File: config.mk
export PLATFORM = sky130hd
export DESIGN_NAME = sdram_requester_flat
export DESIGN_NICKNAME = d
export VERILOG_FILES = /design/src/rtl/sdram_requester_if.sv /design/src/rtl/sdram_requester.sv /design/src/flat_wrapper.sv
export SDC_FILE = /design/constraint.sdc
export NUM_CORES = 1
export LEC_CHECK = 0
export CAP_MARGIN = 0
export CORE_MARGIN = 1.5
export CORE_UTILIZATION = 30
export CTS_BUF_LIST = sky130_fd_sc_hd__clkbuf_16
export CTS_CLUSTER_SIZE = 16
export DETAILED_ROUTE_END_ITERATION = 16
export GPL_ROUTABILITY_DRIVEN = 0
export PLACE_DENSITY = 0.68
export SKIP_LAST_GASP = 1
export SYNTH_ARGS = -nofsm -noshare
export SYNTH_HDL_FRONTEND = slang
export SYNTH_SLANG_ARGS = --single-unit
File: constraint.sdc
create_clock -name clk -period 4.15 [get_ports clk]
set_clock_uncertainty 0.05 [all_clocks]
set_input_delay 0.415 -clock clk [delete_from_list [all_inputs] [get_ports clk]]
set_output_delay 0.415 -clock clk [all_outputs]
set_load 0.01 [all_outputs]
File: src/rtl/sdram_requester_if.sv
// sdram_requester_if: bundles the host request/response signals and the
// controller-side FIFO signals of sdram_requester.
//   slave  : used by sdram_requester (host + FIFO inputs in, commands/data out)
//   master : used by whoever drives the requester (host and controller model)
// Host side     : req_i/we_i/addr_i/wdata_i -> ready_o, rdata_o/rdata_valid_o,
//                 line_req_i/line_addr_i -> line_ready_o, line_q_o/line_valid_o
// Command side  : cmd_d_o/cmd_enq_o/cmd_alm_full_i, burst_d_o/burst_enq_o/burst_alm_full_i
// Return side   : rd_q_i/rd_empty_i/rd_deq_o, rdb_q_i/rdb_empty_i/rdb_deq_o
// Status        : reads_pending_o, idle_o
interface sdram_requester_if #(
  parameter int MAX_READS = 8
);
  localparam int RPW = $clog2(MAX_READS + 1);

  logic           req_i;
  logic           we_i;
  logic [23:0]    addr_i;
  logic [15:0]    wdata_i;
  logic           ready_o;
  logic [15:0]    rdata_o;
  logic           rdata_valid_o;
  logic           line_req_i;
  logic [23:0]    line_addr_i;
  logic           line_ready_o;
  logic [127:0]   line_q_o;
  logic           line_valid_o;
  logic [40:0]    cmd_d_o;
  logic           cmd_enq_o;
  logic           cmd_alm_full_i;
  logic [31:0]    burst_d_o;
  logic           burst_enq_o;
  logic           burst_alm_full_i;
  logic [15:0]    rd_q_i;
  logic           rd_empty_i;
  logic           rd_deq_o;
  logic [127:0]   rdb_q_i;
  logic           rdb_empty_i;
  logic           rdb_deq_o;
  logic [RPW-1:0] reads_pending_o;
  logic           idle_o;

  modport slave (
    input  req_i, we_i, addr_i, wdata_i, line_req_i, line_addr_i,
           cmd_alm_full_i, burst_alm_full_i, rd_q_i, rd_empty_i, rdb_q_i, rdb_empty_i,
    output ready_o, rdata_o, rdata_valid_o, line_ready_o, line_q_o, line_valid_o,
           cmd_d_o, cmd_enq_o, burst_d_o, burst_enq_o, rd_deq_o, rdb_deq_o,
           reads_pending_o, idle_o
  );

  modport master (
    output req_i, we_i, addr_i, wdata_i, line_req_i, line_addr_i,
           cmd_alm_full_i, burst_alm_full_i, rd_q_i, rd_empty_i, rdb_q_i, rdb_empty_i,
    input  ready_o, rdata_o, rdata_valid_o, line_ready_o, line_q_o, line_valid_o,
           cmd_d_o, cmd_enq_o, burst_d_o, burst_enq_o, rd_deq_o, rdb_deq_o,
           reads_pending_o, idle_o
  );
endinterface

File: src/rtl/sdram_requester.sv
// sdram_requester: client-side endpoint of async_sdram_ctrl.
// Packs host word requests into 41-bit commands and line requests into burst
// address commands, pops the controller's show-ahead return FIFOs into
// one-cycle valid pulses, and counts reads in flight for flow control.
// Ports:
//   clk     : client clock (also the controller's writer/reader clock)
//   rst_n_i : asynchronous active-low reset
//   bus     : sdram_requester_if.slave, all request/command/return signals

// Outstanding-request counter: +1 on accept, -1 on pop, saturating at 0 so
// stale returns after a reset are still drained without wrapping.
module sdram_pend_cnt #(
  parameter int MAX = 8,
  parameter int CW  = $clog2(MAX + 1)
) (
  input  logic          clk,
  input  logic          rst_n_i,
  input  logic          i_inc,
  input  logic          i_dec,
  output logic [CW-1:0] o_cnt
);
  logic [CW-1:0] r_cnt;

  always_ff @(posedge clk or negedge rst_n_i) begin
    if (!rst_n_i) r_cnt <= '0;
    else begin
      case ({i_inc, i_dec})
        2'b10:   r_cnt <= r_cnt + 1'b1;
        2'b01:   if (r_cnt != '0) r_cnt <= r_cnt - 1'b1;
        default: r_cnt <= r_cnt;
      endcase
    end
  end

  assign o_cnt = r_cnt;
endmodule

// Return-FIFO popper: captures the fall-through head and pulses valid/dequeue
// together, then spends one cycle in R_POP so the FIFO's empty flag and head
// reflect the pop before the next capture.
module sdram_rsp_pop #(
  parameter int W = 16
) (
  input  logic         clk,
  input  logic         rst_n_i,
  input  logic         i_empty,
  input  logic [W-1:0] i_q,
  output logic [W-1:0] o_q,
  output logic         o_pulse
);
  typedef enum logic {R_IDLE = 1'b0, R_POP = 1'b1} st_t;

  st_t          r_st, w_nxt;
  logic         w_take;
  logic         r_pulse;
  logic [W-1:0] r_q;

  always_comb begin
    w_nxt  = r_st;
    w_take = 1'b0;
    case (r_st)
      R_IDLE: if (!i_empty) begin
        w_take = 1'b1;
        w_nxt  = R_POP;
      end
      R_POP:  w_nxt = R_IDLE;
    endcase
  end

  always_ff @(posedge clk or negedge rst_n_i) begin
    if (!rst_n_i) begin
      r_st    <= R_IDLE;
      r_pulse <= 1'b0;
      r_q     <= '0;
    end else begin
      r_st    <= w_nxt;
      r_pulse <= w_take;
      if (w_take) r_q <= i_q;  // data holds between pulses
    end
  end

  assign o_q     = r_q;
  assign o_pulse = r_pulse;
endmodule

module sdram_requester #(
  parameter int MAX_READS = 8,
  parameter int MAX_LINES = 2
) (
  input  logic                clk,
  input  logic                rst_n_i,
  sdram_requester_if.slave    bus
);
  localparam int RPW = $clog2(MAX_READS + 1);
  localparam int LPW = $clog2(MAX_LINES + 1);

  logic [RPW-1:0] w_rd_pend;
  logic [LPW-1:0] w_ln_pend;
  logic           w_rd_pulse, w_ln_pulse;
  logic           w_acc, w_rd_acc, w_ln_acc;
  logic           r_cmd_enq, r_burst_enq;
  logic [40:0]    r_cmd_d;
  logic [31:0]    r_burst_d;

  // Almost-full covers the cycle between our registered enqueue and the
  // FIFO's own full flag catching up.
  assign bus.ready_o      = !bus.cmd_alm_full_i &&
                            (bus.we_i || (w_rd_pend < RPW'(MAX_READS)));
  assign bus.line_ready_o = !bus.burst_alm_full_i && (w_ln_pend < LPW'(MAX_LINES));

  assign w_acc    = bus.req_i && bus.ready_o;
  assign w_rd_acc = w_acc && !bus.we_i;
  assign w_ln_acc = bus.line_req_i && bus.line_ready_o;

  always_ff @(posedge clk or negedge rst_n_i) begin
    if (!rst_n_i) begin
      r_cmd_enq   <= 1'b0;
      r_cmd_d     <= '0;
      r_burst_enq <= 1'b0;
      r_burst_d   <= '0;
    end else begin
      r_cmd_enq   <= w_acc;
      r_burst_enq <= w_ln_acc;
      if (w_acc)
        r_cmd_d <= {bus.we_i, bus.addr_i, bus.we_i ? bus.wdata_i : 16'h0};
      if (w_ln_acc)
        r_burst_d <= {8'h0, bus.line_addr_i[23:3], 3'b000};
    end
  end

  sdram_pend_cnt #(.MAX(MAX_READS)) u_rd_cnt (
    .clk(clk), .rst_n_i(rst_n_i), .i_inc(w_rd_acc), .i_dec(w_rd_pulse), .o_cnt(w_rd_pend)
  );

  sdram_pend_cnt #(.MAX(MAX_LINES)) u_ln_cnt (
    .clk(clk), .rst_n_i(rst_n_i), .i_inc(w_ln_acc), .i_dec(w_ln_pulse), .o_cnt(w_ln_pend)
  );

  sdram_rsp_pop #(.W(16)) u_rd_pop (
    .clk(clk), .rst_n_i(rst_n_i), .i_empty(bus.rd_empty_i), .i_q(bus.rd_q_i),
    .o_q(bus.rdata_o), .o_pulse(w_rd_pulse)
  );

  sdram_rsp_pop #(.W(128)) u_ln_pop (
    .clk(clk), .rst_n_i(rst_n_i), .i_empty(bus.rdb_empty_i), .i_q(bus.rdb_q_i),
    .o_q(bus.line_q_o), .o_pulse(w_ln_pulse)
  );

  assign bus.rdata_valid_o   = w_rd_pulse;
  assign bus.rd_deq_o        = w_rd_pulse;
  assign bus.line_valid_o    = w_ln_pulse;
  assign bus.rdb_deq_o       = w_ln_pulse;
  assign bus.cmd_enq_o       = r_cmd_enq;
  assign bus.cmd_d_o         = r_cmd_d;
  assign bus.burst_enq_o     = r_burst_enq;
  assign bus.burst_d_o       = r_burst_d;
  assign bus.reads_pending_o = w_rd_pend;
  assign bus.idle_o          = (w_rd_pend == '0) && (w_ln_pend == '0) &&
                               !r_cmd_enq && !r_burst_enq;
endmodule

File: src/flat_wrapper.sv
// flat-port wrapper written by rule: the top's interface ports become plain ports
module sdram_requester_flat 
#(
  parameter int MAX_READS = 8,
  parameter int MAX_LINES = 2
)
  (clk, rst_n_i, bus_req_i, bus_we_i, bus_addr_i, bus_wdata_i, bus_line_req_i, bus_line_addr_i, bus_cmd_alm_full_i, bus_burst_alm_full_i, bus_rd_q_i, bus_rd_empty_i, bus_rdb_q_i, bus_rdb_empty_i, bus_ready_o, bus_rdata_o, bus_rdata_valid_o, bus_line_ready_o, bus_line_q_o, bus_line_valid_o, bus_cmd_d_o, bus_cmd_enq_o, bus_burst_d_o, bus_burst_enq_o, bus_rd_deq_o, bus_rdb_deq_o, bus_reads_pending_o, bus_idle_o);
  sdram_requester_if #(.MAX_READS(MAX_READS)) bus_i ();
  input  logic clk;
  input  logic rst_n_i;
  input wire logic [$bits(bus_i.req_i)-1:0] bus_req_i;
  input wire logic [$bits(bus_i.we_i)-1:0] bus_we_i;
  input wire logic [$bits(bus_i.addr_i)-1:0] bus_addr_i;
  input wire logic [$bits(bus_i.wdata_i)-1:0] bus_wdata_i;
  input wire logic [$bits(bus_i.line_req_i)-1:0] bus_line_req_i;
  input wire logic [$bits(bus_i.line_addr_i)-1:0] bus_line_addr_i;
  input wire logic [$bits(bus_i.cmd_alm_full_i)-1:0] bus_cmd_alm_full_i;
  input wire logic [$bits(bus_i.burst_alm_full_i)-1:0] bus_burst_alm_full_i;
  input wire logic [$bits(bus_i.rd_q_i)-1:0] bus_rd_q_i;
  input wire logic [$bits(bus_i.rd_empty_i)-1:0] bus_rd_empty_i;
  input wire logic [$bits(bus_i.rdb_q_i)-1:0] bus_rdb_q_i;
  input wire logic [$bits(bus_i.rdb_empty_i)-1:0] bus_rdb_empty_i;
  output wire logic [$bits(bus_i.ready_o)-1:0] bus_ready_o;
  output wire logic [$bits(bus_i.rdata_o)-1:0] bus_rdata_o;
  output wire logic [$bits(bus_i.rdata_valid_o)-1:0] bus_rdata_valid_o;
  output wire logic [$bits(bus_i.line_ready_o)-1:0] bus_line_ready_o;
  output wire logic [$bits(bus_i.line_q_o)-1:0] bus_line_q_o;
  output wire logic [$bits(bus_i.line_valid_o)-1:0] bus_line_valid_o;
  output wire logic [$bits(bus_i.cmd_d_o)-1:0] bus_cmd_d_o;
  output wire logic [$bits(bus_i.cmd_enq_o)-1:0] bus_cmd_enq_o;
  output wire logic [$bits(bus_i.burst_d_o)-1:0] bus_burst_d_o;
  output wire logic [$bits(bus_i.burst_enq_o)-1:0] bus_burst_enq_o;
  output wire logic [$bits(bus_i.rd_deq_o)-1:0] bus_rd_deq_o;
  output wire logic [$bits(bus_i.rdb_deq_o)-1:0] bus_rdb_deq_o;
  output wire logic [$bits(bus_i.reads_pending_o)-1:0] bus_reads_pending_o;
  output wire logic [$bits(bus_i.idle_o)-1:0] bus_idle_o;
  assign bus_i.req_i = bus_req_i;
  assign bus_i.we_i = bus_we_i;
  assign bus_i.addr_i = bus_addr_i;
  assign bus_i.wdata_i = bus_wdata_i;
  assign bus_i.line_req_i = bus_line_req_i;
  assign bus_i.line_addr_i = bus_line_addr_i;
  assign bus_i.cmd_alm_full_i = bus_cmd_alm_full_i;
  assign bus_i.burst_alm_full_i = bus_burst_alm_full_i;
  assign bus_i.rd_q_i = bus_rd_q_i;
  assign bus_i.rd_empty_i = bus_rd_empty_i;
  assign bus_i.rdb_q_i = bus_rdb_q_i;
  assign bus_i.rdb_empty_i = bus_rdb_empty_i;
  assign bus_ready_o = bus_i.ready_o;
  assign bus_rdata_o = bus_i.rdata_o;
  assign bus_rdata_valid_o = bus_i.rdata_valid_o;
  assign bus_line_ready_o = bus_i.line_ready_o;
  assign bus_line_q_o = bus_i.line_q_o;
  assign bus_line_valid_o = bus_i.line_valid_o;
  assign bus_cmd_d_o = bus_i.cmd_d_o;
  assign bus_cmd_enq_o = bus_i.cmd_enq_o;
  assign bus_burst_d_o = bus_i.burst_d_o;
  assign bus_burst_enq_o = bus_i.burst_enq_o;
  assign bus_rd_deq_o = bus_i.rd_deq_o;
  assign bus_rdb_deq_o = bus_i.rdb_deq_o;
  assign bus_reads_pending_o = bus_i.reads_pending_o;
  assign bus_idle_o = bus_i.idle_o;
  sdram_requester #(.MAX_READS(MAX_READS), .MAX_LINES(MAX_LINES)) u_core (.clk(clk), .rst_n_i(rst_n_i), .bus(bus_i));
endmodule
==> metrics <==
highest metal used=met4; cell taking the most area after synthesis=dfrtp_1; layout cells sized above 1=0.238; Fin. Hold Viols=0; wl on met1=9070 um; TritonCTS clock tree=done; Total Wirelength=23800 um; Worst R2R Start=u_core.u_rd_cnt.o_cnt[3]$_DFFE_PN0P_; Area contributors post-synth=dfrtp_1 63%, mux2_2 22%, mux2_4 4.0%; CP top delay family=simple AND/OR/NAND/NOR gates; Pwr per Cell Area=504 nW/um^2; # nets final=1210; grt ovf=0; Final Max Tran Viols=0; Starting Density=0.306; latest clock arrival within the worst-skew pair=0.51 ns; vias per std cell=4.32; Ports=447; CTS Sinks=216; max-cap violations=0; Setup WS post-layout=1.40 ns; Mapped Cells=548; FF-to-FF path depth=7; CP Cell Sequence=or4_1, nor2_1, clkdlybuf4s50_1; Clock Tree Root=clkbuf_16; Num CTS Buffers=25; #FFs+latches synth=216; endpoints failing setup=0; FF-to-FF setup slack=1.67 ns; Post-Syn Area=8540 um^2; Max FO, Critical Path=8; setup TNS=0 ns; Post-synth EDFFs=0; Worst setup EP type=output pin; worst hold endpoint=u_core.bus.cmd_d_o[12]$_DFFE_PN0N_; Worst Max-Slew Pin Slew=0.934 ns; min Tclk post-route=2.75 ns; initial drt markers=165; peak supply drop=324 uV; Port Buffer Count=432; CTS Buffer Depth=3; dpl hpwl=17700 um; Remaining DRCs=0; met3 WL post-DR=2240 um; RSZ-0062 raised after global routing=false; CP max stage delay=0.61 ns; hold depth=3; diodes inserted=0; met2 wire len=11900 um; core area=27900 um^2; die width=172 um; Final period util=0.664; Peak Freq=363 MHz; Worst path slowest cell=or4_1; htree depth=1; # rows=61; synth warn=0; sequential element share of the synthesized area=0.633; worst min-delay path class=input pin to flip-flop; die height=172 um; Slew HR=0.377; ys flop type=dfrtp_1; total iterations of the first detailed-routing run=4; Setup Crit Path Kind=flip-flop to output pin; top cell type's share of synthesized area=0.633; vias=5979; asr flop ratio synth=1.00; FILL cells=2427; outcome=complete, no violations; Buf/Inv on CP=1; crit path DAT=2.29 ns; first-pass GRT wire length=35400 um; ANT nets after route=0; Layout area overhead=63.8%; clock-pin slew on the worst setup and hold paths=0.06 ns; initial antenna violation count=0; Avg Cell Area, Syn=15.6 um^2; Tot GR Track Use=0.154; Crit path required time=3.68 ns; leakage=5.95 nW; R2R Path End=u_core.u_rd_cnt.o_cnt[3]$_DFFE_PN0P_; startpoint types=flip-flop; setup slack at placement=1.13 ns; post-synthesis cell type count=40; largest net degree at the start of global routing=120; vias in the first global route=6298; die area=29500 um^2; post_cts resized=0; DR WL/cell=17.2 um; hold_sp=bus_wdata_i[12]
==> logic make-up (layout without fill, tap and decap cells) <==
logic type / count (synthesis) / count (layout) / synth area share
DFF: 216 / 216 / 0.633
muxes: 207 / 207 / 0.280
buffers and inverters: 62 / 511 / 0.0389
and+or+nand+nor: 42 / 42 / 0.0280
AOI/OAI and AO/OA: 14 / 14 / 0.0113
adders and majority gates: 3 / 3 / 0.00527
xor gates and xnor gates: 3 / 3 / 0.00308
other: 1 / 11 / 0.000439
==> how the worst max path moves through the flow <==
stage | from | endpoint | slack (ns) | cells after the start
floorplan | bus_we_i | u_core.u_rd_cnt.o_cnt[3]$_DFFE_PN0P_ | 1.73 | 9
global route | u_core.u_rd_cnt.o_cnt[0]$_DFFE_PN0P_ | bus_idle_o | 1.29 | 3
finish | u_core.u_rd_cnt.o_cnt[0]$_DFFE_PN0P_ | bus_idle_o | 1.40 | 3
CTS | u_core.u_rd_cnt.o_cnt[0]$_DFFE_PN0P_ | bus_idle_o | 1.35 | 3
global placement | bus_we_i | u_core.u_rd_cnt.o_cnt[3]$_DFFE_PN0P_ | 1.14 | 9
detailed placement | bus_we_i | u_core.u_rd_cnt.o_cnt[3]$_DFFE_PN0P_ | 1.13 | 9
==> timing repair <==
action	in CTS	in global routing
setup buffers	0	0
hold buffers	1	0
hold endpoints to repair	62	0
==> cells in the final DEF (no fill, tap or decap), drive strengths merged, types with 4 or more instances in the layout <==
master | Yosys | final
a21oi | 5 | 5
clkinv | 0 | 9
conb | 1 | 11
clkbuf | 4 | 25
inv | 23 | 32
mux2 | 190 | 190
dfrtp | 216 | 216
mux2i | 17 | 17
nand2 | 20 | 20
nor2 | 5 | 5
buf | 35 | 12
nand3 | 4 | 4
clkdlybuf4s50 | 0 | 431
==> layout make-up <==
cell class | instances | area, um^2 | area share
multi-input combinational | 280 | 2860 | 0.204
inverter | 23 | 86.3 | 0.00617
tap | 378 | 473 | 0.0338
sequential | 216 | 5410 | 0.386
timing repair buffer | 444 | 4460 | 0.319
clock inverter | 19 | 92.6 | 0.00661
clock buffer | 25 | 626 | 0.0447
==> flip-flops by register name, summed over array words and instances, names as in the netlist <==
register	cells
u_core.bus.cmd_d_o	41
u_core.bus.burst_enq_o	1
u_core.u_ln_cnt.o_cnt	2
u_core.u_ln_pop.o_q	128
u_core.u_ln_pop.o_pulse	1
u_core.bus.burst_d_o	21
u_core.bus.cmd_enq_o	1
u_core.u_rd_pop.o_q	16
u_core.u_rd_cnt.o_cnt	4
u_core.u_rd_pop.o_pulse	1
==> per-stage QoR <==
step / total power, mW / cells / area, um^2 / hold WS (ns) / utilization
2_1_floorplan: 3.78 / 558 / 8580 / 0.0694 / -
3_3_place_gp: 5.13 / 1340 / 13300 / 0.438 / 0.475
3_5_place_dp: 5.18 / 1340 / 13300 / 0.442 / 0.475
4_1_cts: 7.18 / 1385 / 14000 / 0.374 / 0.501
5_1_grt: 7.44 / 1385 / 14000 / 0.394 / 0.501
6_report: 7.06 / 1385 / 14000 / 0.402 / 0.501
==> routing by layer <==
layer | vias to the layer above | GRT usage
met4 | 0 | 0.0507
li1 | 2773 | -
met1 | 2905 | 0.180
met5 | - | 0
met2 | 264 | 0.269
met3 | 37 | 0.0465
==> cell usage after synthesis, types with 2 or more instances <==
| master | instances |
|---|---|
| nand3_1 | 4 |
| a21oi_1 | 5 |
| buf_2 | 17 |
| buf_4 | 13 |
| inv_1 | 23 |
| dfrtp_1 | 216 |
| ha_1 | 2 |
| nand2_1 | 20 |
| xnor2_1 | 2 |
| or4_1 | 2 |
| buf_6 | 4 |
| mux2i_1 | 17 |
| clkbuf_1 | 4 |
| mux2_2 | 167 |
| mux2_4 | 23 |
| o21ai_0 | 2 |
| nor2_1 | 4 |
==> tightest hold or removal path, cell delays in order <==
cell and delay, ns:
clkdlybuf4s50_1 0.39, nand2_1 0.06, mux2i_1 0.05
==> report_power, final <==
| group | internal (mW) | leakage, nW | switching (mW) |
|---|---|---|---|
| sequential | 2.57 | 2.55 | 0.287 |
| clock | 1.09 | 0.379 | 0.851 |
| combinational | 1.43 | 3.02 | 0.831 |
| total | 5.09 | 5.95 | 1.97 |
Power figures use the tool's default switching activity.
